[src/rtl/gcd_pkg.sv]
// rtl/gcd_pkg.sv - shared FSM state type and width default for the GCD engine
package gcd_pkg;

   localparam int GCD_WIDTH_DEFAULT = 16;

   typedef enum logic [1:0] {
      IDLE = 2'd0,
      CALC = 2'd1,
      DONE = 2'd2
   } gcd_state_t;

endpackage

[src/rtl/gcd_sub_cmp.sv]
// rtl/gcd_sub_cmp.sv - magnitude compare and larger-minus-smaller difference
module gcd_sub_cmp #(
   parameter int WIDTH = 16
) (
   input  logic [WIDTH-1:0] a,
   input  logic [WIDTH-1:0] b,
   output logic             gt,
   output logic             lt,
   output logic             eq,
   output logic [WIDTH-1:0] diff
);

   // Flags and a single subtractor whose operand order follows the compare,
   // so the difference can never underflow.
   always_comb begin
      gt   = (a > b);
      lt   = (a < b);
      eq   = (a == b);
      diff = gt ? (a - b) : (b - a);
   end

endmodule

[src/rtl/gcd_engine.sv]
// rtl/gcd_engine.sv - subtractive GCD engine; optional iter_count output under GCD_ITER_COUNT_EN
module gcd_engine
   import gcd_pkg::*;
#(
   parameter int WIDTH = GCD_WIDTH_DEFAULT
) (
   input  logic             clk,
   input  logic             rst,
   input  logic             start,
   input  logic [WIDTH-1:0] a_in,
   input  logic [WIDTH-1:0] b_in,
   output logic             ready,
   output logic             done,
   output logic [WIDTH-1:0] result,
   output logic             zero_err
`ifdef GCD_ITER_COUNT_EN
   ,output logic [WIDTH-1:0] iter_count
`endif
);

   gcd_state_t state, state_next;

   logic [WIDTH-1:0] a_reg;
   logic [WIDTH-1:0] b_reg;
   logic             a_gt_b;
   logic             a_lt_b;
   logic             a_eq_b;
   logic [WIDTH-1:0] diff;
   logic             a_zero;
   logic             b_zero;
   logic             finish;

`ifdef GCD_ITER_COUNT_EN
   logic [WIDTH-1:0] cnt;
`endif

   gcd_sub_cmp #(
      .WIDTH (WIDTH)
   ) u_sub_cmp (
      .a    (a_reg),
      .b    (b_reg),
      .gt   (a_gt_b),
      .lt   (a_lt_b),
      .eq   (a_eq_b),
      .diff (diff)
   );

   // Termination test: either operand exhausted, or both equal.
   always_comb begin
      a_zero = (a_reg == '0);
      b_zero = (b_reg == '0);
      finish = a_zero || b_zero || a_eq_b;
   end

   // State register; reset wins over any activity.
   always_ff @(posedge clk) begin
      if (rst) begin
         state <= IDLE;
      end else begin
         state <= state_next;
      end
   end

   // Next-state logic; start is only looked at while idle.
   always_comb begin
      state_next = state;
      case (state)
         IDLE:    if (start) state_next = CALC;
         CALC:    if (finish) state_next = DONE;
         DONE:    state_next = IDLE;
         default: state_next = IDLE;
      endcase
   end

   // Handshake outputs decoded from state.
   always_comb begin
      ready = (state == IDLE);
      done  = (state == DONE);
   end

   // Datapath: capture operands, one subtraction per CALC cycle, latch result.
   always_ff @(posedge clk) begin
      if (rst) begin
         a_reg      <= '0;
         b_reg      <= '0;
         result     <= '0;
         zero_err   <= 1'b0;
`ifdef GCD_ITER_COUNT_EN
         cnt        <= '0;
         iter_count <= '0;
`endif
      end else begin
         case (state)
            IDLE: begin
               if (start) begin
                  a_reg <= a_in;
                  b_reg <= b_in;
`ifdef GCD_ITER_COUNT_EN
                  cnt   <= '0;
`endif
               end
            end
            CALC: begin
               if (a_zero || b_zero) begin
                  result     <= a_reg | b_reg;
                  zero_err   <= a_zero && b_zero;
`ifdef GCD_ITER_COUNT_EN
                  iter_count <= cnt;
`endif
               end else if (a_eq_b) begin
                  result     <= a_reg;
                  zero_err   <= 1'b0;
`ifdef GCD_ITER_COUNT_EN
                  iter_count <= cnt;
`endif
               end else if (a_gt_b) begin
                  a_reg <= diff;
`ifdef GCD_ITER_COUNT_EN
                  cnt   <= cnt + {{(WIDTH-1){1'b0}}, 1'b1};
`endif
               end else if (a_lt_b) begin
                  b_reg <= diff;
`ifdef GCD_ITER_COUNT_EN
                  cnt   <= cnt + {{(WIDTH-1){1'b0}}, 1'b1};
`endif
               end
            end
            default: begin
            end
         endcase
      end
   end

endmodule
[config.mk]
export PLATFORM = sky130hd
export DESIGN_NAME = gcd_engine
export DESIGN_NICKNAME = d
export VERILOG_FILES = /design/src/rtl/gcd_pkg.sv /design/src/rtl/gcd_sub_cmp.sv /design/src/rtl/gcd_engine.sv
export SDC_FILE = /design/constraint.sdc
export NUM_CORES = 1
export LEC_CHECK = 0
export CORE_AREA = 4 4 104 106
export DETAILED_ROUTE_END_ITERATION = 7
export DIE_AREA = 0 0 108 110
export DONT_BUFFER_PORTS = 1
export PLACE_DENSITY = 0.56
export SYNTH_ARGS = -nofsm -noshare
export SYNTH_HDL_FRONTEND = slang
export SYNTH_SLANG_ARGS = --single-unit
[constraint.sdc]
create_clock -name clk -period 6.5 [get_ports clk]
set_clock_uncertainty 0.05 [all_clocks]
set_input_delay 1.3 -clock clk [delete_from_list [all_inputs] [get_ports clk]]
set_output_delay 1.3 -clock clk [all_outputs]
set_load 0.01 [all_outputs]
==> results.txt, run 1 <==
The number of CTS-inserted buffers came out at 5. The most critical setup path has its startpoint at a_reg[12]. Of all nets on the critical path, the largest fanout is 18. The count of pins on the block boundary is 54. For the pin with the worst max-slew slack, the measured transition is 0.941 ns. The leading cell type in the layout, fill and taps excluded is nor2_1. The top achievable clock speed came out at 242 MHz. The number of DRC markers in iteration 0 is 424. The floorplan die area is 11900 µm².

The library cells used most frequently in the layout, excluding fill and tap cells, are nor2_1 (67), dfxtp_1 (51), a21oi_1 (50). The startpoint of the worst register-to-register path is a_reg[12]. The worst setup path is captured at a flip-flop.

Of the total power, the clock network draws 10.6%. The number of different library cells used by synthesis comes to 58. After synthesis, the cell types taking the most area are dfxtp_1 (23%), ha_1 (14%), a211oi_1 (6.6%). The switching fraction of total power came out at roughly 53%. The internal power summed over all cells came out at 1040 µW. The wire length per cell is 21.2 µm. The power per cell area came out at 497 nW/µm². The analysis attributes to net switching a power of 1200 µW. The most used flip-flop cell after synthesis is dfxtp_1. In the finished design, the share of the clock period the worst path needs comes to 63.5%. After detailed routing, the number of remaining DRC violations is 0.

Clock tree synthesis selected as its root buffer the cell clkbuf_8. The first global-routing pass estimated 21.9 mm of wire. From left edge to right edge, the die measures between 100 and 150 µm. The deepest clock path buffer count came out at 2. The count of H-tree levels built during CTS came out at 2. The antenna diode count came out at 0. The Yosys step of the flow raised 0 warnings. The count of TritonRoute iterations in the first routing pass is 4. The clock network latency to the later pin of the worst-skew pair came out at 0.32 ns. After clock tree synthesis, the clock-pin slew on the worst setup and hold paths is about 0.11 ns. The combinational share of power came out at 69.0%. The initial antenna violation count is 0. In this run, synthesis produced a sequential element count of 51. The mean instance size in the synthesized netlist is 7.87 µm².

The via count of the first global-routing pass came out at 4025. The number of max-cap violations came out at 0. The minimum period implied by the final worst setup slack is 4.13 ns.

The share of the core filled with cells came out at 46.0%. Setup violations remaining at the end of the flow were counted as 0. The count of buffers added by post-CTS timing repair for setup came out at 0. In the routed layout, each cell is associated on average with a via count of between 6 and 7.

The post-synthesis instance area is approximately 4400 µm². For this design, the sink count on the clock tree is roughly 50. The residual overflow from global routing came out at 0. The category of the most critical setup path is reg -> reg. The sum of negative setup slack came out at 0 ns. In the global route stage, overall resource usage came out at 23.9%. The count of final hold-check violations came to 0. TritonCTS built the clock tree.

Of all cell types, the one taking the most synthesized area is dfxtp_1. The maximum number of pins on one net before global-route repair is 53. The path class of the lowest-slack min-delay path is reg -> reg. The total count of max-transition violations in the final report is 0.

Counting every net in the synthesized netlist gives 637. The area growth from synthesis to layout is 3.45%. The net count reported at finish came out at a little over 600. The effective utilization at floorplan is 44.5%.

The layout cell share with drive strength beyond 1 is 9.04%. The number of placement rows is 36. The number of nets still failing antenna checks after routing is 0.

The core region is between 9000 and 10000 µm². The count of cells resized by post-cts repair came out at 0. The final wirelength is roughly 14 mm. The category of the worst setup path launch point is a flip-flop. The run finished with clean final reports. The detailed-placement wirelength estimate is 10.5 mm.

The fraction of synthesis flops using an asynchronous set or reset pin came out at 0%. The post-cts hold buffer count is 0. The top-area cell type share of the netlist area came out at 23.5%. The cell count after synthesis came out at approximately 550. In this run the most critical hold path is launched from b_reg[15]. The required time at the worst-slack endpoint is 6.69 ns.

Across the VDD grid, the largest voltage drop is 177 µV. The share of total power in sequential cells came out at approximately 20%. The via count of the routed design is 4099.

The worst max-slew margin expressed relative to the limit is 37.3%. Yosys mapped a number of flops with a built-in enable equal to 0. Routability-driven placement finished with a final weighted congestion of 0.946. Data on the critical path arrives at its endpoint at 4.31 ns. For this run, the register share of the synthesized area comes to between 20% and 30%. The count of buffers inserted at the top-level ports is 0. Hold timing on the final database bottoms out at a slack of 0.491 ns. The die outline height is 110 µm.

The leakage power figure is 0.00168 µW. Setup repair after global routing left no endpoint under its margin.
[cell usage after synthesis, types with 4 or more instances]
cell type and count:
a211oi_1 38, a211oi_2 8, a21oi_1 50, a221o_1 4, a221oi_1 10, a221oi_2 7, a311oi_1 7, a311oi_2 4
and3_1 12, buf_2 11, clkbuf_1 18, dfxtp_1 51, ha_1 47, inv_1 47, nand2_1 22, nand2b_1 8
nand3_1 9, nand3b_1 5, nand4_1 5, nor2_1 67, nor2b_1 7, nor3_1 14, nor4_1 15, o211ai_1 7
o21ai_0 11, o21ai_1 6, o21bai_1 6, o22ai_1 5, o31ai_1 5
[per-layer routing]
metal | up-vias | wire length [µm] | global-route usage (%) | part of all wire (%)
met5 | - | 0 | 0 | 0
met4 | 0 | 211 | 5.77 | 1.5
met3 | 15 | 784 | 3.84 | 5.6
met2 | 137 | 6670 | 41.1 | 47
met1 | 1958 | 6410 | 31.5 | 46
li1 | 1989 | - | - | -
[path summary, 6_finish.rpt]
check,to,slack (ns),cells past startpoint
min reg2reg,b_reg[15],0.49,2
max,a_reg[6],2.37,11
min,b_reg[15],0.49,2
max reg2reg,a_reg[6],2.37,11
[cell type report]
| type | count | area (µm²) |
|---|---|---|
| fill | 1029 | 5270 |
| multi-input combinational | 418 | 2980 |
| sequential | 51 | 1020 |
| inverter | 49 | 184 |
| tap | 133 | 166 |
| clock buffer | 5 | 68.8 |
| clock inverter | 3 | 46.3 |
| timing repair buffer | 5 | 37.5 |
[worst max-delay path: stages (launching register included)]
cell and delay [ns]:
dfxtp_1 0.39, inv_1 0.10, ha_1 0.44, nor4_2 0.52, and2_4 0.26, and4_1 0.69
or3_1 0.26, o31ai_2 0.08, nand2b_1 0.51, buf_4 0.37, a21oi_1 0.09, a221oi_2 0.26
[power by group through the flow]
stage               sequential, µW  clock, µW  combinational [µW]
global placement               459          0                1500
finish                         454        238                1540
detailed placement             460          0                1500
global route                   464        251                1690
CTS                            453        244                1510
floorplan                      430          0                1170
[cell families after synthesis]
family	synth area share [%]
fa+ha+maj	14.4
xor+xnor	0.201
flops	23.5
simple gates	20.9
compound gates	32.8
buf+inv	8.17
[per-stage QoR]
step	setup WS (ns)	instances	power [µW]	cell area [µm²]
after floorplan	3.69	553	1600	4350
after global placement	2.57	656	1960	4390
after detailed placement	2.45	656	1960	4390
after CTS	2.40	664	2210	4500
after global routing	2.01	664	2400	4500
final	2.37	664	2240	4500
(Power assumes the default switching activity.)
==> run 2, diff against run 1 <==
==> constraint.sdc (replaced) <==
create_clock -name clk -period 3.88 [get_ports clk]
set_clock_uncertainty 0.05 [all_clocks]
set_input_delay 0.776 -clock clk [delete_from_list [all_inputs] [get_ports clk]]
set_output_delay 0.776 -clock clk [all_outputs]
set_load 0.01 [all_outputs]
==> run 2 against run 1 <==
Sequential share of layout area down 0.40 points. Final area increased by 1.8%. Utilization grew 0.82 points. Worst setup slack worse by 2.1 ns. Critical path depth grew 1. Clock power rose by 39%. Clock-buffer cell count rose by 1. Critical path type unchanged. Critical endpoint is now b_reg[4]. Highest routed layer unchanged.
==> results.txt, run 2 (synthesis gave the netlist of run 1 again) <==
The run finished with clean final reports. The worst slack on hold paths is 0.465 ns (-0.0257 ns). The worst slack at placement is 0.422 ns (-2.03 ns). The post-detailed-placement cell area is 4500 µm² (+2.5%). The net count reported at finish came out at 627 (+2.1%). The launching element of the worst setup path is a_reg[0]. The count of TritonRoute iterations in the first routing pass came to 5 (+1). The count of buffers inserted at the top-level ports is 0 (unchanged). The effective utilization at floorplan was 44.5% (unchanged). The floorplan die area came out at 11900 µm² (unchanged). The global-route usage over all layers is 26.3% (+2.4 points). The share of total power in sequential cells is 19.9% (-0.4 points).

The final period utilization came out at 92.1% (+29 points). The startpoint of the worst register-to-register path is a_reg[0]. The residual overflow from global routing came out at 0 (unchanged). The leading cell type in the layout, fill and taps excluded is nor2_1. The slack of the critical path came out at 0.308 ns (-2.07 ns).

The via count of the first global-routing pass came out at 4035 (+0.25%). The leakage power figure is 0.00174 µW (+3.2%). The largest fanout on the critical path is 15 (-3). The area of the placeable core came to 9770 µm² (unchanged). The count of cells resized by post-cts repair came out at 0 (unchanged).

The first-pass GRT wire length came out at 23.6 mm (+7.9%). Grouping stages by cell kind, the critical path spends the most delay in compound AO/OA/AOI/OAI gates. The largest stage delay on the critical path came to 0.54 ns (-0.15 ns).

The via count of the routed design came to 4212 (+2.8%). The path class of the tightest hold or removal check is in -> reg. The via density per instance came out at 6.22 (+0.78%). The post-layout instance area is 4580 µm² (+1.8%). The number of placement rows is 36 (unchanged).

The routability-driven placement congestion ratio came out at 0.909 (-3.9%). TritonCTS built the clock tree. The clock sink total came out at 51 (unchanged). The number of CTS-inserted buffers was 5 (unchanged).

The power per cell area is 835 nW/µm² (+68%). The sum of negative setup slack came out at 0 ns (unchanged). The endpoint arrival time on the critical path is 3.77 ns (-0.54 ns). In this run the clock root is driven by a clkbuf_8. The register-to-register path setup slack is 0.31 ns (-2.07 ns). Setup repair after global routing left no endpoint under its margin.

In the layout the commonest cells are nor2_1 (67), dfxtp_1 (51), a21oi_1 (50). The top achievable clock speed came out at 280 MHz (+16%). The category of the most critical setup path is reg -> reg. Traced cell by cell, the critical path runs through inv_1 > ha_1 > fa_1 > nor2_1 > o221ai_1 > a21oi_2 > a221oi_2 > buf_4 > a2111oi_0 > nor3_1 > nand3b_1 > a311oi_2. The number of nets still failing antenna checks after routing is 0 (unchanged). The worst hold path begins at rst. The wire length per cell came out at 22.7 µm (+7.3%).

The number of DRC markers in iteration 0 came out at 356 (-16%). The total count of max-transition violations in the final report came out at 0 (unchanged). The worst setup path is launched from a flip-flop. The count of final hold-check violations is 0 (unchanged). The horizontal die dimension came out at 108 µm (unchanged).

The layout cell share with drive strength beyond 1 came out at 11.0% (+2.0 points). STA classifies the critical path endpoint as a flip-flop. The critical path buffer and inverter count is 2 (unchanged). The count of unresolved DRC violations after routing came to 0 (unchanged).

The worst max-slew margin expressed relative to the limit is 49.1% (+12 points). The antenna diode count is 0 (unchanged). The count of buffers added by post-CTS timing repair for setup is 0 (unchanged). The deepest clock path buffer count came out at 2 (unchanged). The maximum vdd drop came out at 308 µV (+74%).

The clock network latency to the later pin of the worst-skew pair is 0.32 ns (about the same). The slew of the pin with the lowest slew margin came to 0.757 ns (-0.184 ns). The post-route total power came to 3820 µW (+71%). The slowest stage cell on the critical path is a2111oi_0. The initial antenna violation count is 0 (unchanged). The area growth from synthesis to layout came out at 5.29%. The combinational share of power is 71.4% (+2.4 points).

The detailed-placement wirelength estimate is 11.6 mm (+11%). The post-cts hold buffer count came out at 0 (unchanged). The required time at the worst-slack endpoint came to 4.08 ns (-2.61 ns). The internal power summed over all cells came to 1750 µW (+68%). The maximum number of pins on one net before global-route repair came out at 53 (unchanged).

The portion of total power attributed to the clock network is 8.6% (-2.0 points). The die outline height was 110 µm (unchanged). The final wirelength was 15.4 mm (+9.4%). The count of pins on the block boundary is 54 (unchanged).

The number of setup violations in the final report was 0 (unchanged). The clock transition at the registers of the reported paths is 0.11 ns (about the same). The switching fraction of total power came out at 54.2% (+0.72 points).

The power dissipated by switching net loads is 2070 µW (+73%). The count of H-tree levels built during CTS is 2 (unchanged). The number of max-cap violations is 0 (unchanged). The minimum period implied by the final worst setup slack is 3.57 ns (-0.554 ns).
## run 2: cell types whose count changed in the layout (fill, tap and decap cells not counted)
cell / previous run / this run
clkinv_2: 0 / 1
clkbuf_1: 0 / 1
buf_12: 0 / 1
inv_6: 1 / 0
buf_4: 5 / 17
bufinv_16: 1 / 0
## run 2: through the flow
stage               cells  util (%)
floorplan             553         -
global placement      669      46.0
detailed placement    669      46.0
CTS                   677      46.9
global route          677      46.9
finish                677      46.9
## run 2: metal layers
layer,vias to the layer above,wire length [µm],track usage [%]
met2,155,7170,43.3
met3,31,894,4.60
met1,2002,6800,34.7
met5,-,0,0
met4,0,524,9.38
li1,2024,-,-
## run 2: final cells by class
type	instances	area (µm²)
Inverter	49	184
Multi-Input combinational cell	418	2980
Clock buffer	6	72.6
Clock inverter	2	12.5
Fill cell	1003	5190
Sequential cell	51	1020
Timing Repair Buffer	18	148
Tap cell	133	166
## run 2: path summary, 6_finish.rpt
kind                    to  cells after the start
hold / removal    b_reg[9]                      1
setup / recovery  b_reg[4]                     12
setup reg to reg  b_reg[4]                     12
hold reg to reg   b_reg[0]                      2
## run 2: power by group through the flow
stage	registers (µW)	logic, µW	clock network (µW)
after floorplan	721	1960	0
after global placement	770	2670	0
after detailed placement	772	2670	0
after CTS	759	2690	339
after global routing	776	3000	351
final	762	2730	330
==> run 3, diff against run 2 <==
--- a/config.mk
+++ b/config.mk
@@ -13,3 +13,4 @@
 export SYNTH_ARGS = -nofsm -noshare
 export SYNTH_HDL_FRONTEND = slang
 export SYNTH_SLANG_ARGS = --single-unit
+export TNS_END_PERCENT = 50
==> results of run 3 <==
The final DEF is identical to that of run 2; final timing and power are the same.
